[src/rtl/mandel_pkg.sv]
// Shared definitions for the Mandelbrot context iterator: context phases,
// fixed-point constants and the signed product bit-select.
package mandel_pkg;

    // Life cycle of one pixel context.
    typedef enum logic [2:0] {
        PH_IDLE   = 3'd0,
        PH_CALC_1 = 3'd1,
        PH_CALC_2 = 3'd2,
        PH_CALC_3 = 3'd3,
        PH_DONE   = 3'd4
    } phase_e;

    // Default fixed-point format Q4.23.
    localparam int FX_WIDTH = 27;
    localparam int FX_FRAC  = 23;
    localparam logic [FX_WIDTH-1:0] ONE_P  = FX_WIDTH'(1) << FX_FRAC;
    localparam logic [FX_WIDTH-1:0] FOUR_P = FX_WIDTH'(1) << (FX_FRAC + 2);

    // Widest word the bit-select helper handles.
    localparam int FX_MAX_W = 64;
    localparam int FX_IDX_W = $clog2(2 * FX_MAX_W);

    // Re-scale a sign-extended full product back to a w-bit word with frac
    // fraction bits: keep the product sign, drop the top integer bits (wrap).
    function automatic logic [FX_MAX_W-1:0] fx_select(input logic [2*FX_MAX_W-1:0] p,
                                                       input int w,
                                                       input int frac);
        logic [FX_MAX_W-1:0] r;
        r = '0;
        for (int i = 0; i < FX_MAX_W; i++) begin
            if (i < w - 1) begin
                r[i] = p[FX_IDX_W'(i + frac)];
            end else if (i == w - 1) begin
                r[i] = p[FX_IDX_W'(2 * w - 1)];
            end else begin
                r[i] = 1'b0;
            end
        end
        return r;
    endfunction

endpackage

[src/rtl/mandel_fx_mult.sv]
// Signed WIDTH x WIDTH fixed-point multiply, result re-scaled to WIDTH bits
// (wraps, no saturation). WIDTH must not exceed 64.
module mandel_fx_mult
    import mandel_pkg::*;
#(
    parameter int WIDTH = 27,
    parameter int FRAC  = 23
) (
    input  logic signed [WIDTH-1:0] a,
    input  logic signed [WIDTH-1:0] b,
    output logic signed [WIDTH-1:0] p
);

    logic signed [2*WIDTH-1:0] full_s;

    assign full_s = a * b;
    assign p      = WIDTH'(fx_select((2 * FX_MAX_W)'(full_s), WIDTH, FRAC));

endmodule

[src/rtl/mandel_iter_ctx.sv]
// Multi-context Mandelbrot escape-time iterator. NUM_CTX pixels share one
// multiplier round-robin; results return tagged, possibly out of order.
// Optional feature macro MANDEL_PERF_CNT_EN adds the perf_iters counter port.
module mandel_iter_ctx
    import mandel_pkg::*;
#(
    parameter int WIDTH    = 27,
    parameter int FRAC     = 23,
    parameter int ITER_MAX = 1000,
    parameter int NUM_CTX  = 4,
    parameter int ID_W     = 8
) (
    input  logic                        clk,
    input  logic                        reset,
    input  logic                        in_val,
    output logic                        in_rdy,
    input  logic [WIDTH-1:0]            in_c_r,
    input  logic [WIDTH-1:0]            in_c_i,
    input  logic [ID_W-1:0]             in_id,
    output logic                        out_val,
    input  logic                        out_rdy,
    output logic [ID_W-1:0]             out_id,
    output logic [$clog2(ITER_MAX):0]   out_iter,
    output logic                        out_escaped
`ifdef MANDEL_PERF_CNT_EN
    ,
    output logic [31:0]                 perf_iters
`endif
);

    localparam int PTR_W = (NUM_CTX > 1) ? $clog2(NUM_CTX) : 1;
    localparam int IT_W  = $clog2(ITER_MAX) + 1;
    localparam logic signed [WIDTH-1:0] FOUR_L = WIDTH'(1) << (FRAC + 2);

    phase_e                   phase_r [NUM_CTX];
    logic signed [WIDTH-1:0]  zr_r    [NUM_CTX];
    logic signed [WIDTH-1:0]  zi_r    [NUM_CTX];
    logic signed [WIDTH-1:0]  cr_r    [NUM_CTX];
    logic signed [WIDTH-1:0]  ci_r    [NUM_CTX];
    logic signed [WIDTH-1:0]  zr_sq_r [NUM_CTX];
    logic signed [WIDTH-1:0]  zi_sq_r [NUM_CTX];
    logic [IT_W-1:0]          iter_r  [NUM_CTX];
    logic [ID_W-1:0]          id_r    [NUM_CTX];
    logic                     esc_r   [NUM_CTX];

    logic [PTR_W-1:0]         ptr_r;
    logic                     alive_r;
    logic                     lock_r;
    logic [PTR_W-1:0]         sel_r;

    logic                     any_idle_s, any_done_s, load_s, accept_s;
    logic [PTR_W-1:0]         load_idx_s, done_idx_s, sel_s;
    phase_e                   cur_phase_s;
    logic signed [WIDTH-1:0]  mul_a_s, mul_b_s, prod_s;
    logic signed [WIDTH-1:0]  mag_s, zr_new_s, zi_new_s;
    logic                     mag_esc_s, lim_s;

    // Find the lowest-index idle context (load target) and lowest DONE context.
    always_comb begin
        any_idle_s = 1'b0;
        any_done_s = 1'b0;
        load_idx_s = '0;
        done_idx_s = '0;
        for (int k = NUM_CTX - 1; k >= 0; k--) begin
            if (phase_r[k] == PH_IDLE) begin
                any_idle_s = 1'b1;
                load_idx_s = PTR_W'(k);
            end else if (phase_r[k] == PH_DONE) begin
                any_done_s = 1'b1;
                done_idx_s = PTR_W'(k);
            end else begin
                // context is iterating: neither loadable nor presentable
            end
        end
    end

    assign in_rdy      = alive_r & any_idle_s;
    assign load_s      = in_val & in_rdy;
    assign sel_s       = lock_r ? sel_r : done_idx_s;
    assign out_val     = lock_r | any_done_s;
    assign accept_s    = out_val & out_rdy;
    assign out_id      = out_val ? id_r[sel_s]   : '0;
    assign out_iter    = out_val ? iter_r[sel_s] : '0;
    assign out_escaped = out_val ? esc_r[sel_s]  : 1'b0;

    // Steer the scheduled context's operands into the shared multiplier.
    always_comb begin
        cur_phase_s = phase_r[ptr_r];
        mul_a_s     = '0;
        mul_b_s     = '0;
        case (cur_phase_s)
            PH_CALC_1: begin
                mul_a_s = zr_r[ptr_r];
                mul_b_s = zr_r[ptr_r];
            end
            PH_CALC_2: begin
                mul_a_s = zi_r[ptr_r];
                mul_b_s = zi_r[ptr_r];
            end
            PH_CALC_3: begin
                mul_a_s = zr_r[ptr_r];
                mul_b_s = zi_r[ptr_r];
            end
            default: begin
                mul_a_s = '0;
                mul_b_s = '0;
            end
        endcase
    end

    mandel_fx_mult #(
        .WIDTH (WIDTH),
        .FRAC  (FRAC)
    ) u_mult (
        .a (mul_a_s),
        .b (mul_b_s),
        .p (prod_s)
    );

    // Escape test on pre-update values and the z update for a CALC_3 step.
    always_comb begin
        mag_s     = zr_sq_r[ptr_r] + zi_sq_r[ptr_r];
        mag_esc_s = (mag_s > FOUR_L) | mag_s[WIDTH-1];
        lim_s     = (iter_r[ptr_r] == IT_W'(ITER_MAX - 1));
        zr_new_s  = zr_sq_r[ptr_r] - zi_sq_r[ptr_r] + cr_r[ptr_r];
        zi_new_s  = (prod_s <<< 1) + ci_r[ptr_r];
    end

    // Round-robin scheduler pointer and the post-reset ready enable.
    always_ff @(posedge clk or negedge reset) begin
        if (!reset) begin
            ptr_r   <= '0;
            alive_r <= 1'b0;
        end else begin
            alive_r <= 1'b1;
            if (ptr_r == PTR_W'(NUM_CTX - 1)) begin
                ptr_r <= '0;
            end else begin
                ptr_r <= ptr_r + PTR_W'(1);
            end
        end
    end

    // Output selection lock: hold the presented context until it is accepted.
    always_ff @(posedge clk or negedge reset) begin
        if (!reset) begin
            lock_r <= 1'b0;
            sel_r  <= '0;
        end else if (accept_s) begin
            lock_r <= 1'b0;
            sel_r  <= '0;
        end else if (out_val) begin
            lock_r <= 1'b1;
            sel_r  <= sel_s;
        end else begin
            lock_r <= 1'b0;
            sel_r  <= sel_r;
        end
    end

    // Per-context state: load, unload, and one phase step on the context's turn.
    always_ff @(posedge clk or negedge reset) begin
        if (!reset) begin
            for (int k = 0; k < NUM_CTX; k++) begin
                phase_r[k] <= PH_IDLE;
                zr_r[k]    <= '0;
                zi_r[k]    <= '0;
                cr_r[k]    <= '0;
                ci_r[k]    <= '0;
                zr_sq_r[k] <= '0;
                zi_sq_r[k] <= '0;
                iter_r[k]  <= '0;
                id_r[k]    <= '0;
                esc_r[k]   <= 1'b0;
            end
        end else begin
            for (int k = 0; k < NUM_CTX; k++) begin
                if (load_s && (load_idx_s == PTR_W'(k))) begin
                    phase_r[k] <= PH_CALC_1;
                    zr_r[k]    <= '0;
                    zi_r[k]    <= '0;
                    cr_r[k]    <= in_c_r;
                    ci_r[k]    <= in_c_i;
                    zr_sq_r[k] <= '0;
                    zi_sq_r[k] <= '0;
                    iter_r[k]  <= '0;
                    id_r[k]    <= in_id;
                    esc_r[k]   <= 1'b0;
                end else if (accept_s && (sel_s == PTR_W'(k))) begin
                    phase_r[k] <= PH_IDLE;
                end else if (ptr_r == PTR_W'(k)) begin
                    case (phase_r[k])
                        PH_CALC_1: begin
                            zr_sq_r[k] <= prod_s;
                            phase_r[k] <= PH_CALC_2;
                        end
                        PH_CALC_2: begin
                            zi_sq_r[k] <= prod_s;
                            phase_r[k] <= PH_CALC_3;
                        end
                        PH_CALC_3: begin
                            zr_r[k]    <= zr_new_s;
                            zi_r[k]    <= zi_new_s;
                            iter_r[k]  <= iter_r[k] + IT_W'(1);
                            esc_r[k]   <= mag_esc_s;
                            phase_r[k] <= (mag_esc_s || lim_s) ? PH_DONE : PH_CALC_1;
                        end
                        default: begin
                            phase_r[k] <= phase_r[k];
                        end
                    endcase
                end else begin
                    phase_r[k] <= phase_r[k];
                end
            end
        end
    end

`ifdef MANDEL_PERF_CNT_EN
    logic [31:0] perf_r;

    // Count every executed CALC_3 step across all contexts.
    always_ff @(posedge clk or negedge reset) begin
        if (!reset) begin
            perf_r <= '0;
        end else if (cur_phase_s == PH_CALC_3) begin
            perf_r <= perf_r + 32'd1;
        end else begin
            perf_r <= perf_r;
        end
    end

    assign perf_iters = perf_r;
`endif

endmodule

[config.mk]
export PLATFORM = sky130hd
export DESIGN_NAME = mandel_iter_ctx
export DESIGN_NICKNAME = d
export VERILOG_FILES = /design/src/rtl/mandel_pkg.sv /design/src/rtl/mandel_fx_mult.sv /design/src/rtl/mandel_iter_ctx.sv
export SDC_FILE = /design/constraint.sdc
export NUM_CORES = 2
export LEC_CHECK = 0
export BUFFER_PORTS_ARGS = -buffer_cell sky130_fd_sc_hd__buf_4
export CAP_MARGIN = 25
export CELL_PAD_IN_SITES_DETAIL_PLACEMENT = 2
export CELL_PAD_IN_SITES_GLOBAL_PLACEMENT = 2
export CORE_MARGIN = 1.5
export CORE_UTILIZATION = 40
export DETAILED_ROUTE_END_ITERATION = 12
export PLACE_DENSITY = 0.88
export SLEW_MARGIN = 25
export SYNTH_ARGS = -nofsm -noshare
export SYNTH_HDL_FRONTEND = slang
export SYNTH_HIERARCHICAL = 1
export SYNTH_SLANG_ARGS = --single-unit
[constraint.sdc]
create_clock -name clk -period 13.1 [get_ports clk]
set_input_delay 1.31 -clock clk [delete_from_list [all_inputs] [get_ports clk]]
set_output_delay 1.31 -clock clk [all_outputs]
set_load 0.02 [all_outputs]
==> summary.txt <==
Floorplanning
  – Row cnt: 148
  – Die X: 408 um
  – Effective utilization at floorplan: 40.3%
  – Number of top-level design ports: 88
  – Overall die area: 167,000 um2
  – Die Height: 408 um
  – Core area: 163,000 um2

Placement
  – HPWL after DPL: 204,000 um
  – Buffers added on ports: 87
  – Final Wtd Congestion: 0.904
  – Total placed instance area: 68,800 um2

Critical path
  – Cell class contributing the biggest share of worst-path delay: compound AO/OA/AOI/OAI gates
  – Largest incremental delay on the critical path: 0.77 ns
  – Total buffers and inverters traversed by the critical path: 9
  – CP Class: flop to flop
  – Startpoint type of the worst setup path: flop
  – Slowest library cell on the worst path: sky130_fd_sc_hd__o211ai_1
  – R2R setup slack: 0.15 ns
  – Peak fanout along the critical path: 27
  – Critical Path RT: 13.62 ns
  – Signal arrival time at the worst endpoint: 13.47 ns
  – Critical path capture point type: flop
  – Most frequent CP cell: sky130_fd_sc_hd__fa_1

Yosys
  – Sequential-to-total area share from yosys stat: 28.4%
  – Async S/R FF share, synth: 100%
  – Share of the synthesized netlist area taken by xor and xnor gates: 1.67%
  – Top-area cell type share of the netlist area: 28.4%
  – Main combinational cell family by area after synthesis: adder cells
  – Syn. warnings: 6
  – Compound-Gate Fraction of Synth Area: 7.70%
  – Total nets after synthesis: 8,389
  – Adder-Cell Fraction of Synth Area: 29.0%
  – Cell with the most instances after synthesis: sky130_fd_sc_hd__nand2_1
  – Post-Synth Simple-Gate Area: 18.9%
  – Top FF cell, synth: sky130_fd_sc_hd__dfrtp_1
  – Cell type with the largest total area after synthesis: sky130_fd_sc_hd__dfrtp_1
  – Mean cell area of the mapped netlist: 9.03 um2
  – Total standard cell area after synthesis: 65,700 um2
  – Post-synthesis instance total: 7,271
  – Number of enable-type register cells in the synthesized netlist: 0
  – Top post-synthesis cells by count: 1,867 x sky130_fd_sc_hd__nand2_1, 1,033 x sky130_fd_sc_hd__inv_1, 788 x sky130_fd_sc_hd__fa_1
  – Count of state elements after synthesis: 746
  – Most area-consuming cells after synthesis: sky130_fd_sc_hd__dfrtp_1 28%, sky130_fd_sc_hd__fa_1 24%, sky130_fd_sc_hd__nand2_1 11%, sky130_fd_sc_hd__inv_1 5.9%, sky130_fd_sc_hd__mux4_2 5.6%
  – Count of distinct cell types in the synthesized netlist: 86
  – Proportion of synthesized area in mux cells: 5.68%

Power
  – Static leakage: 35.2 nW
  – Pwr per Cell Area: 282 nW/um2
  – Max VDD drop: 0.000232 V

Route
  – Total vias in the final route: 56,900
  – Number of violations reported at the end of detailed-routing iteration 0: 4,768
  – Ratio of routed vias to standard cells: 6.06
  – Number of nets with antenna violations after routing: 0
  – DRC violation count after routing: 0
  – Number of detailed-route iterations in the first pass: 8
  – Average wire length per cell after detail routing: 31.9 um
  – Post-detailed-routing wire length: 299,000 um

Clock network
  – Number of buffers created by CTS: 79
  – CTS tree: built
  – Bufs on Longest Clock Path: 3
  – Worst-skew pair later-pin latency: 0.74 ns
  – CTS root buf: sky130_fd_sc_hd__clkbuf_16
  – Number of sinks handled by clock tree synthesis: 746
  – Number of setup buffers added after CTS: 0
  – Clk pin slew, worst setup/hold paths: 0.07 ns
  – H-tree levels: 3

Global routing
  – Initial antenna violation count: 15
  – Maximum number of pins on one net before global-route repair: 160
  – Number of global-route vias before repair: 67,100
  – Global router's overall resource usage: 36.0%
  – First-pass GRT wire length: 451,000 um
  – GR Overflow Total: 0

Run
  – Total of max-cap violations: 0

Timing
  – Post-route minimum period: 12.95 ns
  – Count of pins over their slew limit: 0
  – Final Hold Fails: 0
  – Largest clock skew in the final design: 0.0503 ns
  – Normalized max-slew margin: 25.8%
  – Maximum achievable frequency: 77.2 MHz
  – Period utilization: 98.9%
  – Final setup fails: 0
  – Slew of the pin with the lowest slew margin: 1.11 ns

Layout
  – Summed area of non-filler cells in the final layout: 71,600 um2
  – Fraction of layout instances using a drive strength above 1: 8.71%
  – Share of the core filled with cells in the final layout: 44.0%
  – Area added between synthesis and finish: 9.07%
  – Final Net Count: 8,255

Min path
  – Classification of the worst-slack hold path: flop to flop

Run status
  – Status: complete, no violations
-- report_power, final --
group	leakage (nW)	internal, mW	switching, mW	total, mW
Clock	1.34	1.40	1.09	2.50
Sequential	9.77	3.19	0.721	3.91
Combinational	24.1	3.98	9.81	13.8
-- worst paths after layout --
path / startpoint / endpoint / cells past startpoint
max: ptr_r[0] / zi_r[51] / 38
min: ci_r[22] / ci_r[22] / 2
max reg2reg: ptr_r[0] / zi_r[51] / 38
min reg2reg: ci_r[22] / ci_r[22] / 2
max in group asynchronous: reset / ci_r[104] / 3
min in group asynchronous: reset / cr_r[8] / 1
-- cell type report --
type / count / area, um2
diodes: 4 / 10.0
clock buffers: 114 / 2330
well taps: 2175 / 2720
clock inverters: 26 / 402
flip-flops and latches: 746 / 18700
inverters: 1033 / 3880
repair buffers: 224 / 1790
fillers: 17400 / 91300
multi-input cells: 5053 / 41800
-- worst register-to-register path: cells and delay by family (launching register included) --
kind / cells / cell delay [ns]
buffers and inverters: 9 / 1.58
AND/OR/NAND/NOR: 4 / 0.92
multiplexers: 1 / 0.64
AO/OA/AOI/OAI: 14 / 4.69
XOR/XNOR: 1 / 0.34
adder cells (fa/ha/maj): 9 / 4.03
flip-flops: 1 / 0.51
-- per-layer routing --
layer  vias up  part of all wire, %  GRT usage, %
li1      22600                    -             -
met1     30300                   36          40.7
met2      2792                   49          60.5
met3      1198                  6.8          7.89
met4        24                  8.0          24.9
met5         -                0.055             0
-- flip-flops by register name (all words and copies together), names as in the netlist --
name	cells
iter_r	44
sel_r	2
cr_r	108
zi_sq_r	108
id_r	32
phase_r	12
lock_r	1
zr_r	108
ci_r	108
esc_r	4
zr_sq_r	108
alive_r	1
ptr_r	2
zi_r	108
-- repair_timing --
action,4_1_cts,5_1_grt
hold buffers,0,0
hold endpoints to repair,0,0
resized for setup,2,13
endpoints found under the setup margin,11,32
-- placed cells by master, fill, tap and decap left out, types with 9 or more instances in the layout --
cell	netlist	layout
sky130_fd_sc_hd__o21ai_0	361	307
sky130_fd_sc_hd__a21o_1	41	41
sky130_fd_sc_hd__clkinv_2	0	9
sky130_fd_sc_hd__fa_1	788	788
sky130_fd_sc_hd__clkbuf_8	0	18
sky130_fd_sc_hd__nor2b_1	29	27
sky130_fd_sc_hd__xor2_1	63	61
sky130_fd_sc_hd__o21bai_1	12	12
sky130_fd_sc_hd__xnor2_1	62	59
sky130_fd_sc_hd__a31oi_1	22	22
sky130_fd_sc_hd__nand2b_1	33	33
sky130_fd_sc_hd__inv_1	1033	1033
sky130_fd_sc_hd__o211ai_1	13	13
sky130_fd_sc_hd__a21oi_1	251	251
sky130_fd_sc_hd__nor2_1	187	183
sky130_fd_sc_hd__and3_1	15	14
sky130_fd_sc_hd__a211oi_1	23	22
sky130_fd_sc_hd__clkbuf_16	0	81
sky130_fd_sc_hd__nand2_1	1867	1863
sky130_fd_sc_hd__mux4_2	164	164
sky130_fd_sc_hd__dfrtp_1	746	744
sky130_fd_sc_hd__and2_1	296	294
sky130_fd_sc_hd__clkbuf_1	372	15
sky130_fd_sc_hd__o21ai_2	0	44
sky130_fd_sc_hd__nand4_1	41	41
sky130_fd_sc_hd__nand3_1	276	275
sky130_fd_sc_hd__o21a_1	14	14
sky130_fd_sc_hd__nor3_1	38	34
sky130_fd_sc_hd__nor4_1	10	9
sky130_fd_sc_hd__or3_1	16	13
sky130_fd_sc_hd__o21ai_4	0	9
sky130_fd_sc_hd__a222oi_1	19	19
sky130_fd_sc_hd__buf_4	20	210
sky130_fd_sc_hd__ha_1	264	264
-- cell families after synthesis --
group	after synthesis
other cells	1
xor+xnor	125
compound gates	853
buf+inv	1472
fa+ha+maj	1052
mux	168
flops	746
simple gates	2854
-- through the flow --
stage | hold slack, ns | TNS (ns) | setup slack, ns | instances | power, mW
3_5_place_dp | 0.460 | 0 | 0.195 | 9231 | 16.3
6_report | 0.475 | 0 | 0.147 | 9375 | 20.2
2_1_floorplan | 0.434 | 0 | 2.27 | 7271 | 10.9
3_3_place_gp | 0.446 | 0 | 0.824 | 9231 | 15.1
5_1_grt | 0.499 | -0.0291 | -0.0291 | 9372 | 20.9
4_1_cts | 0.477 | 0 | 0.101 | 9371 | 19.6
Power figures use the tool's default switching activity.
